==> src/rtl/pipeline_stall_controller.sv <==
// Stall/flush sequencer for the 5-stage pipeline: merges memory wait, MULT/DIV occupancy,
// load-use and HI/LO hazards and taken branches into per-stage write-enable and bubble controls.
module pipeline_stall_controller #(
    parameter int MULT_CYCLES = 4,
    parameter int DIV_CYCLES  = 32,
    parameter int CNT_W       = 6
) (
    input  logic clk,
    input  logic reset,
    input  logic Load_Use_Stall,
    input  logic Branch_Taken,
    input  logic MemWait,
    input  logic MD_Start,
    input  logic MD_IsDiv,
    input  logic ID_UsesHiLo,
    output logic PC_Write,
    output logic IF_ID_Write,
    output logic IF_ID_Flush,
    output logic ID_EX_Write,
    output logic ID_EX_Bubble,
    output logic EX_MEM_Write,
    output logic EX_MEM_Bubble,
    output logic MD_Busy,
    output logic MD_Done
);

    typedef enum logic {
        ST_RUN     = 1'b0,
        ST_MD_BUSY = 1'b1
    } state_t;

    // The start cycle and the final count==0 cycle both count toward occupancy, hence the -2.
    localparam logic [CNT_W-1:0] MULT_LOAD = CNT_W'(MULT_CYCLES - 2);
    localparam logic [CNT_W-1:0] DIV_LOAD  = CNT_W'(DIV_CYCLES - 2);

    state_t           state;
    state_t           state_nxt;
    logic [CNT_W-1:0] count;
    logic [CNT_W-1:0] count_nxt;
    logic             done_nxt;

    logic freeze;
    logic struct_stall;
    logic data_stall;
    logic flush;

    always_ff @(posedge clk) begin
        if (reset) begin
            state   <= ST_RUN;
            count   <= '0;
            MD_Done <= 1'b0;
        end else begin
            state   <= state_nxt;
            count   <= count_nxt;
            MD_Done <= done_nxt;
        end
    end

    always_comb begin
        state_nxt = state;
        count_nxt = count;
        done_nxt  = 1'b0;
        case (state)
            ST_RUN: begin
                if (MD_Start && !MemWait) begin
                    state_nxt = ST_MD_BUSY;
                    count_nxt = MD_IsDiv ? DIV_LOAD : MULT_LOAD;
                end
            end
            ST_MD_BUSY: begin
                // The MULT/DIV unit runs on regardless of MemWait.
                if (count == '0) begin
                    state_nxt = ST_RUN;
                    done_nxt  = 1'b1;
                end else begin
                    count_nxt = count - 1'b1;
                end
            end
            default: state_nxt = ST_RUN;
        endcase
    end

    assign MD_Busy = (state == ST_MD_BUSY);

    // Exactly one stall class wins per cycle, in strict priority order.
    assign freeze       = MemWait;
    assign struct_stall = !freeze && MD_Start && MD_Busy;
    assign data_stall   = !freeze && !struct_stall &&
                          (Load_Use_Stall || (ID_UsesHiLo && (MD_Busy || MD_Start)));
    assign flush        = !freeze && !struct_stall && !data_stall && Branch_Taken;

    always_comb begin
        PC_Write      = 1'b1;
        IF_ID_Write   = 1'b1;
        IF_ID_Flush   = 1'b0;
        ID_EX_Write   = 1'b1;
        ID_EX_Bubble  = 1'b0;
        EX_MEM_Write  = 1'b1;
        EX_MEM_Bubble = 1'b0;
        if (freeze) begin
            PC_Write     = 1'b0;
            IF_ID_Write  = 1'b0;
            ID_EX_Write  = 1'b0;
            EX_MEM_Write = 1'b0;
        end else if (struct_stall) begin
            PC_Write      = 1'b0;
            IF_ID_Write   = 1'b0;
            ID_EX_Write   = 1'b0;
            EX_MEM_Bubble = 1'b1;
        end else if (data_stall) begin
            PC_Write     = 1'b0;
            IF_ID_Write  = 1'b0;
            ID_EX_Bubble = 1'b1;
        end else if (flush) begin
            IF_ID_Flush = 1'b1;
        end
    end

endmodule

==> config.mk <==
export PLATFORM = sky130hd
export DESIGN_NAME = pipeline_stall_controller
export DESIGN_NICKNAME = d
export VERILOG_FILES = /design/src/rtl/pipeline_stall_controller.sv
export SDC_FILE = /design/constraint.sdc
export NUM_CORES = 1
export LEC_CHECK = 0
export BUFFER_PORTS_ARGS = -buffer_cell sky130_fd_sc_hd__buf_2
export CAP_MARGIN = 20
export CORE_AREA = 2 2 39 41
export CTS_CLUSTER_DIAMETER = 30
export DETAILED_ROUTE_END_ITERATION = 6
export DIE_AREA = 0 0 41 43
export GPL_TIMING_DRIVEN = 0
export PLACE_DENSITY_LB_ADDON = 0.08
export SYNTH_ARGS = -nofsm -noshare
export SYNTH_HDL_FRONTEND = slang
export SYNTH_SLANG_ARGS = --single-unit
==> constraint.sdc <==
create_clock -name clk -period 1.64 [get_ports clk]
set_input_delay 0.164 -clock clk [delete_from_list [all_inputs] [get_ports clk]]
set_output_delay 0.164 -clock clk [all_outputs]
set_load 0.02 [all_outputs]
* Yosys cells after proc, flatten, opt, wreduce, memory -nomap -nowiden *
Index checks and enable logic that the tools add are counted.
Widths: inputs -> output; s select.

word-level totals
  bits of input ports = 8
  register bits = 8
  logic and storage cells = 45
  output and inout port bits = 9

cells by class
  bitwise operators = 1
  muxes and demuxes = 23
  equal/unequal tests = 2
  $add $sub $neg = 1
  reduce and logical (&&, ||, !) cells = 15

operators with widths
  cell                 number
  $mux 1               18
  $mux 6               2
  $pmux 6 s2           1
  $logic_and 1x1->1    7
  $logic_not 6->1      1
  $sub 6x1->6 const B  1
  $mux 5               1
  $ne 2x2->1 const B   2
  $logic_not 1->1      3
  $logic_or 1x1->1     2
  $pmux 1 s2           1
  $reduce_and 2->1     1
  $reduce_or 2->1      1
  $not 1->1            1

* Longest topological paths before layout *
  depth after elaboration = 13
  gate-level depth with buffers = 6
  mapped depth without buffers = 6

* Worst setup path before layout *
OpenSTA, ideal clock, no wires.

  path type = flip-flop to output port
  start = register state (netlist: MD_Busy)
  end = output IF_ID_Flush
  path buffers = 0
  arrival time = 1.644 ns
  data required time = 1.476 ns
  path slack = -0.168 ns
  stages on the path, launching flop included = 4
  cell sequence = dfxtp_1 > maj3_1 > nor3_1 > and2_1

between the ends
  cells in the longest elaborated chain, start to end = 11
  elaborated cells on any way between the ends = 14
  those cells by class = 4 x mux; 10 x reduce/logical

RTL lines
  element                                                       RTL line    text
  from (decl)                                                   36          state_t state;
  from (signal assigned)                                        53          state <= state_nxt;
  $logic_and 1x1->1 / $logic_or 1x1->1 (equally long branches)  87, 89
  $logic_not 1->1 / $logic_and 1x1->1 (equally long branches)   88, 90, 89
  $logic_and 1x1->1 / $logic_or 1x1->1 (equally long branches)  88, 90, 89
  $logic_and 1x1->1                                             88          assign data_stall = !freeze && !struct_stall &&
  $logic_not 1->1                                               90          assign flush = !freeze && !struct_stall && !data_stall && Branch_Taken;
  $logic_and 1x1->1 (2 in series)                               90
  $mux 1                                                        114         end else if (flush) begin
  $mux 1                                                        110         end else if (data_stall) begin
  $mux 1 (*)                                                    105         end else if (struct_stall) begin
  $mux 1 (*)                                                    100         if (freeze) begin
  to (decl)                                                     18          output logic IF_ID_Flush,

Mark *: on every way between the ends. The rest lies on a longest branch, timed or not.

* Worst setup path in the final report *
Same ends and word-level chain as after synthesis.

==> flow_metrics.py <==
metrics = {
    "run_status": {
        "outcome": "completed",
    },
    "floorplanning": {
        "std_cell_rows": 14,
        "die_area_um2": 1760,
        "ioPinCount": 17,
        "start_util": 0.337,
        "die_x_um": 41,
        "core_area_um2": 1380,
        "die_y_um": 43,
    },
    "logic_synthesis": {
        "yosysWarnings": 0,
        "syn_area_um2": 467,
        "syn_inst": 58,
        "synthArstFlopShare": 0,
        "ys_ff_latch": 8,
        "synth_fp_nets": 68,
        "synth_edf_count": 0,
        "synth.avg_cell_area_um2": 8.05,
        "ys_types": 23,
        "ys_seq_area_frac": 0.343,
        "ys.flop_type": "dfxtp_1",
    },
    "timing": {
        "worst_pin_slew_ps": 379,
        "slew_viol_final": 0,
        "max_freq_mhz": 664,
        "period_share": 0.918,
        "tns_ps": 0,
        "relSlewSlack": 0.744,
        "hold_ws_ps": 172,
        "setup_viol": 0,
        "rsz0062_at_grt": "false",
        "finalHoldViolCount": 0,
        "period_needed_ps": 1510,
        "finClkSkew_ps": 3.84,
    },
    "critical_path": {
        "crit_arrival_ps": 1340,
        "cp-start-kind": "register",
        "cp_data_required_time_ps": 1480,
        "crit_path_max_fanout": 7,
        "cp-end-kind": "output port",
        "worstRegToRegCells": 6,
        "r2r_slack_ps": 230,
        "slowest_stage": "dfxtp_2",
        "cp-startpoint": "MD_Busy",
        "rr_startpoint": "count[0]",
        "path_class": "reg2out",
        "reg2reg_to": "count[2]",
        "cp_num_buf_inv": 1,
        "crit_chain": "maj3_2, nor3_4, and2_1, buf_4",
        "max_stage_delay_ps": 350,
        "critPathTopFamily": "flip-flops",
    },
    "global_routing": {
        "globalRoute.busiestLayer": "met2",
        "grt_use_met2": 0.206,
        "grt_first_pass_wirelength_um": 1600,
        "grtUsageMet1": 0.153,
        "track_usage": 0.138,
        "grt_pass1_vias": 410,
        "grt_util_met3": 0.0314,
        "grt_max_degree": 11,
        "grt_overflow": 0,
        "antenna_found_initial": 0,
    },
    "job": {
        "maxCapViolCount": 0,
    },
    "routing": {
        "vias_per_cell": 5.06,
        "drt-wirelength-per-cell_um": 10.9,
        "final_antenna_net_count": 0,
        "vias": 471,
        "drc": 0,
        "routed_wl_um": 1020,
        "drt_iter0_markers": 5,
        "dr.pass1.iters": 3,
    },
    "power_and_ir_drop": {
        "worst_ir_drop_vdd_v": 0.000456,
        "cellLeakagePower_nw": 0.272,
        "pwr_density_cell_nw_per_um2": 910,
    },
    "hold_path": {
        "min_path_cells": 2,
        "hold_start": "reset",
        "hp-class": "in2reg",
        "holdPathEnd": "count[5]",
    },
    "cts": {
        "hold_buffers": 0,
        "cts-root-buf": "clkbuf_4",
        "clk_latency_ps": 250,
        "cts_max_level": 1,
        "cts_tree": "yes",
        "cts.path.max_buffers": 2,
        "post-cts-setup-buffers": 0,
        "numCtsBuffers": 3,
        "cts_num_sinks": 8,
        "clk_pin_slew_ps": 50,
    },
    "place": {
        "placed_area_um2": 572,
        "globalplace.congestion": 0.789,
        "io_buffers": 16,
        "hpwl_um": 794,
    },
    "final_layout": {
        "nets": 89,
        "area_delta_synth_final_pct": 29.8,
        "final_cell_mix": "16 x buf_2, 7 x dfxtp_1, 7 x nand2_1, 6 x nor2_1, 5 x a21oi_1",
        "finish.instance_area_um2": 606,
        "drive_above_1_share": 0.338,
        "layout_commonest_cell": "buf_2",
        "insertedDiodeCount": 0,
    },
}
==> synthesized netlist by cell type (all sizes together) (2+ instances only) <==
cell type | number | area, um2
ha | 2 | 25.0
inv | 4 | 15.0
o21a | 3 | 22.5
a211oi | 2 | 15.0
nand2 | 7 | 26.3
nor3b | 2 | 25.0
a21oi | 5 | 25.0
nor3 | 4 | 20.0
nor2 | 6 | 22.5
and2 | 2 | 12.5
buf | 2 | 12.5
dfxtp | 8 | 160
nand3 | 2 | 10.0
==> worst register-to-register path: stages (launching register included) <==
cell	delay, ps
dfxtp_1	320
inv_1	100
ha_1	170
nor3b_2	220
o2bb2ai_1	240
nor2_1	90
o21a_1	170
==> how the worst max path moves through the flow <==
stage                              to  cells past startpoint
after global routing      IF_ID_Flush                      4
final                     IF_ID_Flush                      4
after global placement       count[2]                      6
after CTS                 IF_ID_Flush                      4
after detailed placement     count[2]                      6
after floorplan           IF_ID_Flush                      3
==> through the flow <==
| stage | utilization | worst slack, ps | std cells | power [mW] |
|---|---|---|---|---|
| global placement | 0.413 | 230 | 90 | 0.405 |
| floorplan | - | 57.7 | 58 | 0.355 |
| global route | 0.438 | 30.2 | 93 | 0.598 |
| detailed placement | 0.413 | 270 | 90 | 0.404 |
| CTS | 0.433 | 55.9 | 93 | 0.557 |
| finish | 0.438 | 134 | 93 | 0.551 |
==> state kept, by name, indices dropped and copies added (netlist names) <==
name and cells:
MD_Busy 1, MD_Done 1, count 6
==> report_power, final <==
group          internal (mW)  switching (mW)  total [mW]
Sequential             0.214          0.0216       0.236
Combinational         0.0725          0.0947       0.167
Clock                 0.0836          0.0645       0.148
Total                  0.370           0.181       0.551
==> cells by family (layout without fill, tap and decap cells) <==
group | after synthesis | after routing | share of synthesized area
fa+ha+maj | 3 | 3 | 0.0751
simple gates | 26 | 26 | 0.295
flops | 8 | 8 | 0.343
xor+xnor | 2 | 2 | 0.0375
buf+inv | 6 | 25 | 0.0590
compound gates | 13 | 13 | 0.190
==> per-layer routing <==
metal	share of wire	vias up	wire length [um]
li1	-	241	-
met1	0.46	209	466
met2	0.44	17	446
met3	0.068	4	69
met4	0.032	0	32
met5	0	-	0
==> final cells by class <==
cell class / count / area, um2
plain buffers: 2 / 12.5
clock buffers: 3 / 22.5
fillers: 148 / 778
flip-flops and latches: 8 / 161
inverters: 4 / 15.0
well taps: 16 / 20.0
repair buffers: 16 / 82.6
multi-input cells: 44 / 292
==> timing repair <==
item / CTS / global route
pin swaps: 1 / 1
endpoints found under the setup margin: 1 / 2
resized for setup: 3 / 1
(Power assumes the default switching activity.)
